`src/rtl/inst_fetch_if.sv`:
```
`default_nettype none
// ============================================================================
// Module      : inst_fetch_if
// Description : Instruction-memory request/response channel. The fetch unit
//               (master) drives req/addr. Memory (slave) returns gnt and
//               in-order rvalid/rdata.
// Revision    : 1.0 - initial release
// ============================================================================
interface inst_fetch_if #(
    parameter int ADDR_W = 32,
    parameter int DATA_W = 32
);
    logic              inst_req;
    logic [ADDR_W-1:0] inst_addr;
    logic              inst_gnt;
    logic              inst_rvalid;
    logic [DATA_W-1:0] inst_rdata;

    modport master (
        output inst_req,
        output inst_addr,
        input  inst_gnt,
        input  inst_rvalid,
        input  inst_rdata
    );

    modport slave (
        input  inst_req,
        input  inst_addr,
        output inst_gnt,
        output inst_rvalid,
        output inst_rdata
    );
endinterface
`default_nettype wire

```
`src/rtl/inst_fetch.sv`:
```
`default_nettype none
// ============================================================================
// Module      : inst_fetch
// Description : MIPS32 instruction-fetch stage. Owns the PC and keeps at most
//               one memory request outstanding. Presents {pc, inst, valid} to
//               IF/ID through an output register backed by one hold slot.
//               Redirects on branch/jump and drops wrong-path responses.
// Revision    : 1.0 - initial release
// ============================================================================
module inst_fetch #(
    parameter int                 ADDR_W   = 32,
    parameter int                 DATA_W   = 32,
    parameter logic [ADDR_W-1:0]  RESET_PC = '0
) (
    input  wire logic              clk,
    input  wire logic              rst,            // asynchronous, active low
    input  wire logic              stall,
    input  wire logic              branch_flag,
    input  wire logic [ADDR_W-1:0] branch_target,
    inst_fetch_if.master           mem,
    output logic      [ADDR_W-1:0] if_pc,
    output logic      [DATA_W-1:0] if_inst,
    output logic                   if_valid
);

    typedef enum logic [1:0] {
        S_IDLE = 2'd0,
        S_REQ  = 2'd1,
        S_WAIT = 2'd2,
        S_DROP = 2'd3
    } state_t;

    state_t            state_q,     state_d;
    logic [ADDR_W-1:0] pc_q,        pc_d;
    logic [ADDR_W-1:0] req_pc_q,    req_pc_d;
    logic [ADDR_W-1:0] out_pc_q,    out_pc_d;
    logic [DATA_W-1:0] out_inst_q,  out_inst_d;
    logic              out_valid_q, out_valid_d;
    logic [ADDR_W-1:0] hold_pc_q,   hold_pc_d;
    logic [DATA_W-1:0] hold_inst_q, hold_inst_d;
    logic              hold_valid_q, hold_valid_d;

    logic              w_fire;
    logic              w_deliver;
    logic              w_consume;
    logic              w_accept;
    logic [ADDR_W-1:0] w_target;

    // A full hold slot means the output path cannot take another
    // instruction, so no new fetch is started.
    assign mem.inst_req  = (state_q == S_REQ) && !hold_valid_q;
    assign mem.inst_addr = pc_q;

    assign w_fire    = mem.inst_req && mem.inst_gnt;
    assign w_deliver = (state_q == S_WAIT) && mem.inst_rvalid;
    assign w_consume = out_valid_q && !stall;
    assign w_accept  = w_consume || !out_valid_q;
    assign w_target  = branch_target & ~ADDR_W'(3);

    assign if_pc    = out_pc_q;
    assign if_inst  = out_inst_q;
    assign if_valid = out_valid_q;

    // Next-state: fetch sequencing, output/hold delivery, then redirect override
    always_comb begin
        state_d      = state_q;
        pc_d         = pc_q;
        req_pc_d     = req_pc_q;
        out_pc_d     = out_pc_q;
        out_inst_d   = out_inst_q;
        out_valid_d  = out_valid_q;
        hold_pc_d    = hold_pc_q;
        hold_inst_d  = hold_inst_q;
        hold_valid_d = hold_valid_q;

        case (state_q)
            S_IDLE: state_d = S_REQ;
            S_REQ: begin
                if (w_fire) begin
                    req_pc_d = pc_q;
                    pc_d     = pc_q + ADDR_W'(4);
                    state_d  = S_WAIT;
                end
            end
            S_WAIT:  if (mem.inst_rvalid) state_d = S_REQ;
            S_DROP:  if (mem.inst_rvalid) state_d = S_REQ;
            default: state_d = S_IDLE;
        endcase

        // The hold slot is always older than a fresh response, so it drains first.
        if (hold_valid_q && w_accept) begin
            out_pc_d     = hold_pc_q;
            out_inst_d   = hold_inst_q;
            out_valid_d  = 1'b1;
            hold_valid_d = 1'b0;
            if (w_deliver) begin
                hold_pc_d    = req_pc_q;
                hold_inst_d  = mem.inst_rdata;
                hold_valid_d = 1'b1;
            end
        end else if (w_deliver && w_accept) begin
            out_pc_d    = req_pc_q;
            out_inst_d  = mem.inst_rdata;
            out_valid_d = 1'b1;
        end else begin
            if (w_consume) out_valid_d = 1'b0;
            if (w_deliver) begin
                hold_pc_d    = req_pc_q;
                hold_inst_d  = mem.inst_rdata;
                hold_valid_d = 1'b1;
            end
        end

        // Redirect flushes everything. A granted or outstanding fetch becomes
        // a stale response that DROP must absorb.
        if (branch_flag) begin
            pc_d         = w_target;
            out_valid_d  = 1'b0;
            hold_valid_d = 1'b0;
            case (state_q)
                S_REQ:   state_d = w_fire           ? S_DROP : S_REQ;
                S_WAIT:  state_d = mem.inst_rvalid  ? S_REQ  : S_DROP;
                S_DROP:  state_d = mem.inst_rvalid  ? S_REQ  : S_DROP;
                default: state_d = S_REQ;
            endcase
        end
    end

    // State register with asynchronous active-low reset
    always_ff @(posedge clk or negedge rst) begin
        if (!rst) begin
            state_q      <= S_IDLE;
            pc_q         <= RESET_PC;
            req_pc_q     <= '0;
            out_pc_q     <= '0;
            out_inst_q   <= '0;
            out_valid_q  <= 1'b0;
            hold_pc_q    <= '0;
            hold_inst_q  <= '0;
            hold_valid_q <= 1'b0;
        end else begin
            state_q      <= state_d;
            pc_q         <= pc_d;
            req_pc_q     <= req_pc_d;
            out_pc_q     <= out_pc_d;
            out_inst_q   <= out_inst_d;
            out_valid_q  <= out_valid_d;
            hold_pc_q    <= hold_pc_d;
            hold_inst_q  <= hold_inst_d;
            hold_valid_q <= hold_valid_d;
        end
    end

endmodule
`default_nettype wire

```
`src/flat_wrapper.sv`:
```
// flat-port wrapper written by rule: the top's interface ports become plain ports
module inst_fetch_flat 
#(
    parameter int                 ADDR_W   = 32,
    parameter int                 DATA_W   = 32,
    parameter logic [ADDR_W-1:0]  RESET_PC = '0
)
  (clk, rst, stall, branch_flag, branch_target, if_pc, if_inst, if_valid, mem_inst_req, mem_inst_addr, mem_inst_gnt, mem_inst_rvalid, mem_inst_rdata);
  inst_fetch_if #(.ADDR_W(ADDR_W), .DATA_W(DATA_W)) mem_i ();
  input  wire logic clk;
  input  wire logic rst;
  input  wire logic stall;
  input  wire logic branch_flag;
  input  wire logic [ADDR_W-1:0] branch_target;
  output logic      [ADDR_W-1:0] if_pc;
  output logic      [DATA_W-1:0] if_inst;
  output logic if_valid;
  output wire logic [$bits(mem_i.inst_req)-1:0] mem_inst_req;
  output wire logic [$bits(mem_i.inst_addr)-1:0] mem_inst_addr;
  input wire logic [$bits(mem_i.inst_gnt)-1:0] mem_inst_gnt;
  input wire logic [$bits(mem_i.inst_rvalid)-1:0] mem_inst_rvalid;
  input wire logic [$bits(mem_i.inst_rdata)-1:0] mem_inst_rdata;
  assign mem_inst_req = mem_i.inst_req;
  assign mem_inst_addr = mem_i.inst_addr;
  assign mem_i.inst_gnt = mem_inst_gnt;
  assign mem_i.inst_rvalid = mem_inst_rvalid;
  assign mem_i.inst_rdata = mem_inst_rdata;
  inst_fetch #(.ADDR_W(ADDR_W), .DATA_W(DATA_W), .RESET_PC(RESET_PC)) u_core (.clk(clk), .rst(rst), .stall(stall), .branch_flag(branch_flag), .branch_target(branch_target), .mem(mem_i), .if_pc(if_pc), .if_inst(if_inst), .if_valid(if_valid));
endmodule
```
`config.mk`:
```
export PLATFORM = sky130hd
export DESIGN_NAME = inst_fetch_flat
export DESIGN_NICKNAME = d
export VERILOG_FILES = /design/src/rtl/inst_fetch_if.sv /design/src/rtl/inst_fetch.sv /design/src/flat_wrapper.sv
export SDC_FILE = /design/constraint.sdc
export NUM_CORES = 1
export LEC_CHECK = 0
export ABC_AREA = 1
export ABC_CLOCK_PERIOD_IN_PS = 1700
export CORE_ASPECT_RATIO = 0.9
export CORE_UTILIZATION = 25
export DETAILED_ROUTE_END_ITERATION = 7
export DONT_BUFFER_PORTS = 1
export GPL_TIMING_DRIVEN = 0
export SETUP_SLACK_MARGIN = 0.1
export SLEW_MARGIN = 15
export SYNTH_ARGS = -nofsm -noshare
export SYNTH_HDL_FRONTEND = slang
export SYNTH_SLANG_ARGS = --single-unit
```
`constraint.sdc`:
```
create_clock -name clk -period 1.7 [get_ports clk]
set_clock_uncertainty 0.15 [all_clocks]
set_input_delay 0.34 -clock clk [delete_from_list [all_inputs] [get_ports clk]]
set_output_delay 0.34 -clock clk [all_outputs]
set_load 0.02 [all_outputs]
```
==> impl_metrics.prom <==
# TYPE chip_impl_metric gauge
chip_impl_info{name="cp-start-kind",value="register"} 1
chip_impl_metric{name="regArea",unit="um^2"} 4740
chip_impl_metric{name="synth_enable_flop_cells",unit=""} 0
chip_impl_metric{name="worst_setup_hold_path_clk_slew",unit="ns"} 0.07
chip_impl_metric{name="p_leak",unit="nW"} 5.57
chip_impl_metric{name="slew_violations",unit=""} 0
chip_impl_info{name="synth_top_cell_by_area",value="sky130_fd_sc_hd__dfrtp_1"} 1
chip_impl_metric{name="synth-compound-area-share",unit="%"} 13.4
chip_impl_metric{name="drcViolationCount",unit=""} 0
chip_impl_info{name="crit_path_top_delay_cell",value="sky130_fd_sc_hd__dfrtp_1"} 1
chip_impl_info{name="largest_family_of_logic_cells_by_synthesized_area",value="simple AND/OR/NAND/NOR gates"} 1
chip_impl_metric{name="maxCapViolations",unit=""} 0
chip_impl_info{name="rsz0062_at_grt",value="yes"} 1
chip_impl_metric{name="finalPower",unit="mW"} 19.2
chip_impl_metric{name="power.density",unit="nW/um^2"} 1510
chip_impl_metric{name="num_vias",unit=""} 7615
chip_impl_info{name="critical_path.reg2reg.startpoint",value="u_core.state_q[1]"} 1
chip_impl_metric{name="track_usage",unit="%"} 15.9
chip_impl_info{name="critPathMostFrequentCell",value="sky130_fd_sc_hd__buf_12"} 1
chip_impl_metric{name="post-route-period-util",unit="%"} 104
chip_impl_metric{name="cp_data_required_time",unit="ns"} 1.89
chip_impl_metric{name="antenna_found_initial",unit=""} 0
chip_impl_metric{name="portBuffers",unit=""} 0
chip_impl_metric{name="final_min_period",unit="ns"} 1.77
chip_impl_metric{name="detail_route.first_pass.iterations",unit=""} 5
chip_impl_metric{name="synthXorXnorAreaFrac",unit="%"} 0.616
chip_impl_info{name="violations",value="negative hold slack, negative setup slack"} 1
chip_impl_metric{name="layout-drive-gt1-share",unit="%"} 32.7
chip_impl_metric{name="rows",unit=""} 63
chip_impl_metric{name="clock.fmax",unit="MHz"} 566
chip_impl_metric{name="dpl.hpwl",unit="um"} 18300
chip_impl_info{name="worst_r2r_endpoint",value="u_core.if_pc[13]"} 1
chip_impl_metric{name="fp.dieH",unit="um"} 177
chip_impl_metric{name="worst_rel_slew_slack",unit="%"} 54.9
chip_impl_metric{name="design.die.area",unit="um^2"} 34800
chip_impl_metric{name="layout.nets",unit=""} 1236
chip_impl_metric{name="cts_buffer_depth",unit=""} 2
chip_impl_metric{name="worst_r2r_path_depth",unit=""} 9
chip_impl_info{name="critical_path_class",value="reg2reg"} 1
chip_impl_metric{name="asyncSetResetFlopFracSynth",unit="%"} 100
chip_impl_info{name="main_synth_ff_type",value="sky130_fd_sc_hd__dfrtp_1"} 1
chip_impl_metric{name="drt_wl_total",unit="um"} 28700
chip_impl_metric{name="synth.yosys.seq_area_share",unit="%"} 55.2
chip_impl_info{name="crit_path_cell_trace",value="inv_4 -> nor3_4 -> buf_12 -> buf_12 -> o21ai_4 -> buf_12 -> buf_8 -> nand2_4 -> o211ai_1"} 1
chip_impl_info{name="endpoint_kind",value="register"} 1
chip_impl_metric{name="cts_num_sinks",unit=""} 188
chip_impl_metric{name="post_synth_inst_count",unit=""} 1021
chip_impl_metric{name="synth_top_area_share",unit="%"} 55.2
chip_impl_metric{name="timing.hold.ws",unit="ns"} -0.563
chip_impl_metric{name="initial_core_util",unit="%"} 25.6
chip_impl_info{name="status",value="finished with violations"} 1
chip_impl_metric{name="grt_max_degree",unit=""} 189
chip_impl_metric{name="synth_area_per_cell",unit="um^2"} 8.35
chip_impl_metric{name="vias_per_cell",unit=""} 4.66
chip_impl_metric{name="first_iter_violations",unit=""} 420
chip_impl_metric{name="die_w",unit="um"} 197
chip_impl_metric{name="global_route.overflow_total",unit=""} 0
chip_impl_metric{name="ant_nets",unit=""} 0
chip_impl_metric{name="gp_routability_congestion",unit=""} 0.874
chip_impl_metric{name="tightest_slew",unit="ns"} 0.677
chip_impl_metric{name="via_count_of_the_first_global_routing_pass",unit=""} 7220
chip_impl_metric{name="setup-tns-final",unit="ns"} -1.68
chip_impl_metric{name="area_growth_syn_to_layout",unit="%"} 48.4
chip_impl_metric{name="cts-htree-levels",unit=""} 4
chip_impl_metric{name="cts_buffers",unit=""} 17
chip_impl_metric{name="maximum_ir_drop_on_the_vdd_rail",unit="uV"} 836
chip_impl_metric{name="postPlaceCellArea",unit="um^2"} 9140
chip_impl_metric{name="synthSimpleGateAreaFrac",unit="%"} 22.2
chip_impl_metric{name="yosys_warnings",unit=""} 0
chip_impl_info{name="yosys-top-cells-area",value="sky130_fd_sc_hd__dfrtp_1 55%, sky130_fd_sc_hd__nand2_1 13%, sky130_fd_sc_hd__nand3_1 6.3%"} 1
chip_impl_info{name="post-synth-top-count-cell",value="sky130_fd_sc_hd__nand2_1"} 1
chip_impl_metric{name="fillerInstances",unit=""} 3311
chip_impl_metric{name="yosys_cell_types",unit=""} 28
chip_impl_metric{name="worst-r2r-setup-slack",unit="ns"} -0.07
chip_impl_metric{name="combined_area_of_the_multi_input_logic_cells",unit="um^2"} 4130
chip_impl_metric{name="synth.mux.area_fraction",unit="%"} 0
chip_impl_metric{name="route.detailed.wl_per_inst",unit="um"} 17.6
chip_impl_metric{name="ctsHoldBuffers",unit=""} 64
chip_impl_info{name="synth_common_cells",value="291 x sky130_fd_sc_hd__nand2_1, 188 x sky130_fd_sc_hd__dfrtp_1, 117 x sky130_fd_sc_hd__inv_1"} 1
chip_impl_metric{name="timing_hold_violations_final",unit=""} 188
chip_impl_metric{name="ys_ff_latch",unit=""} 188
chip_impl_metric{name="worst_path_largest_cell_delay",unit="ns"} 0.41
chip_impl_metric{name="synth_area_in_adders",unit="%"} 0.147
chip_impl_metric{name="grt_first_pass_wirelength",unit="um"} 41900
chip_impl_metric{name="n_antenna_cell",unit=""} 0
chip_impl_metric{name="worst-endpoint-arrival",unit="ns"} 1.96
chip_impl_metric{name="synth.cell_area",unit="um^2"} 8530
chip_impl_metric{name="worstSkewPairLatency",unit="ns"} 0.44
chip_impl_metric{name="setup_slack",unit="ns"} -0.0657
chip_impl_metric{name="setup-violations-final",unit=""} 73
chip_impl_metric{name="ios",unit=""} 168
chip_impl_info{name="timing.hold.worst.class",value="in2async"} 1
chip_impl_metric{name="cp_max_fo",unit=""} 8
chip_impl_metric{name="placeableCoreArea",unit="um^2"} 33300
chip_impl_metric{name="finalInstanceArea",unit="um^2"} 12700
chip_impl_info{name="cts.root.buffer_cell",value="sky130_fd_sc_hd__clkbuf_16"} 1
chip_impl_info{name="tritoncts",value="yes"} 1
[sequential cells by signal, indices dropped and copies added, names as in the netlist]
| signal | cells |
|---|---|
| u_core.if_inst | 32 |
| u_core.if_valid | 1 |
| u_core.state_q | 2 |
| u_core.req_pc_q | 30 |
| u_core.if_pc | 30 |
| u_core.hold_valid_q | 1 |
| u_core.hold_inst_q | 32 |
| u_core.hold_pc_q | 30 |
| u_core.mem.inst_addr | 30 |
[cell usage in the layout, fill, tap and decap left out, types with 4 or more instances in the layout]
master,instances
sky130_fd_sc_hd__nand2_1,171
sky130_fd_sc_hd__dfrtp_1,160
sky130_fd_sc_hd__inv_1,115
sky130_fd_sc_hd__nand3_1,86
sky130_fd_sc_hd__nand2_2,73
sky130_fd_sc_hd__o211ai_1,64
sky130_fd_sc_hd__dlygate4sd3_1,64
sky130_fd_sc_hd__nand2_4,47
sky130_fd_sc_hd__o21ai_2,45
sky130_fd_sc_hd__o21ai_0,43
sky130_fd_sc_hd__clkbuf_16,34
sky130_fd_sc_hd__o21ai_1,33
sky130_fd_sc_hd__buf_4,28
sky130_fd_sc_hd__dfrtp_2,28
sky130_fd_sc_hd__nor2_1,24
sky130_fd_sc_hd__nand3_2,22
sky130_fd_sc_hd__buf_8,18
sky130_fd_sc_hd__nor2_4,15
sky130_fd_sc_hd__clkbuf_2,12
sky130_fd_sc_hd__buf_12,11
sky130_fd_sc_hd__clkbuf_1,10
sky130_fd_sc_hd__buf_6,10
sky130_fd_sc_hd__nor2_2,8
sky130_fd_sc_hd__buf_16,6
sky130_fd_sc_hd__xor2_1,5
sky130_fd_sc_hd__inv_6,5
sky130_fd_sc_hd__o21bai_1,4
sky130_fd_sc_hd__conb_1,4
[final cells by class]
class                   count  share of cell area, %
inverters                 119                   3.59
well taps                 455                   4.50
clock buffers              19                   3.42
clock inverters            13                   1.25
plain buffers              56                   5.10
multi-input cells         661                   32.6
flip-flops and latches    188                   37.4
repair buffers            122                   12.1
[where the power goes]
| part | leakage (nW) | internal (mW) | switching, mW |
|---|---|---|---|
| clock network | 0.279 | 2.22 | 1.94 |
| registers | 2.34 | 6.31 | 2.86 |
| logic | 2.96 | 2.88 | 2.95 |
| total | 5.57 | 11.4 | 7.75 |
[per-layer routing]
layer / share of wire (%) / vias to the layer above / routed length, um / GRT usage (%)
met4: 1.3 / 0 / 367 / 4.43
met1: 44 / 3722 / 12600 / 20.7
met3: 6.7 / 23 / 1920 / 4.48
li1: - / 3636 / - / -
met5: 0 / - / 0 / 0
met2: 48 / 234 / 13800 / 25.6
[stage by stage]
step                      utilization (%)  setup WS, ns  cells
final                                38.0       -0.0657   1633
after floorplan                         -        0.0997   1024
after CTS                            34.5       -0.0782   1607
after global placement               27.5        -0.460   1479
after global routing                 38.0        -0.135   1633
after detailed placement             27.5        -0.488   1479
[critical path, delay by kind of cell, from the launching register on]
family / cells / cell delay, ns
AO/OA/AOI/OAI: 2 / 0.31
flip-flops: 1 / 0.41
AND/OR/NAND/NOR: 2 / 0.09
buffers and inverters: 5 / 0.71
[worst max-delay path by stage]
stage,startpoint,end,slack [ns],cells after the start
after floorplan,u_core.mem.inst_addr[3],u_core.mem.inst_addr[26],0.1,8
after global placement,u_core.if_valid,u_core.hold_pc_q[29],-0.46,9
after detailed placement,u_core.if_valid,u_core.hold_inst_q[28],-0.49,9
after CTS,u_core.hold_valid_q,mem_inst_req,-0.08,2
after global routing,u_core.state_q[1],u_core.if_pc[13],-0.13,9
final,u_core.state_q[1],u_core.if_pc[13],-0.07,9
[cells by family (layout without fill, tap and decap cells)]
family,count (synthesis),after routing
buffers and inverters,175,329
XOR/XNOR,6,6
AO/OA/AOI/OAI,194,194
AND/OR/NAND/NOR,456,456
flip-flops,188,188
adder cells (fa/ha/maj),1,1
other,1,4
[what timing repair did]
item                                   in CTS  in global routing
setup endpoints to repair                 156                180
setup buffers                              27                 13
pin swaps                                  32                 36
cloned                                      6                 13
gates resized for setup                   215                242
endpoints found under the hold margin     283                188
Power figures use the tool's default switching activity.
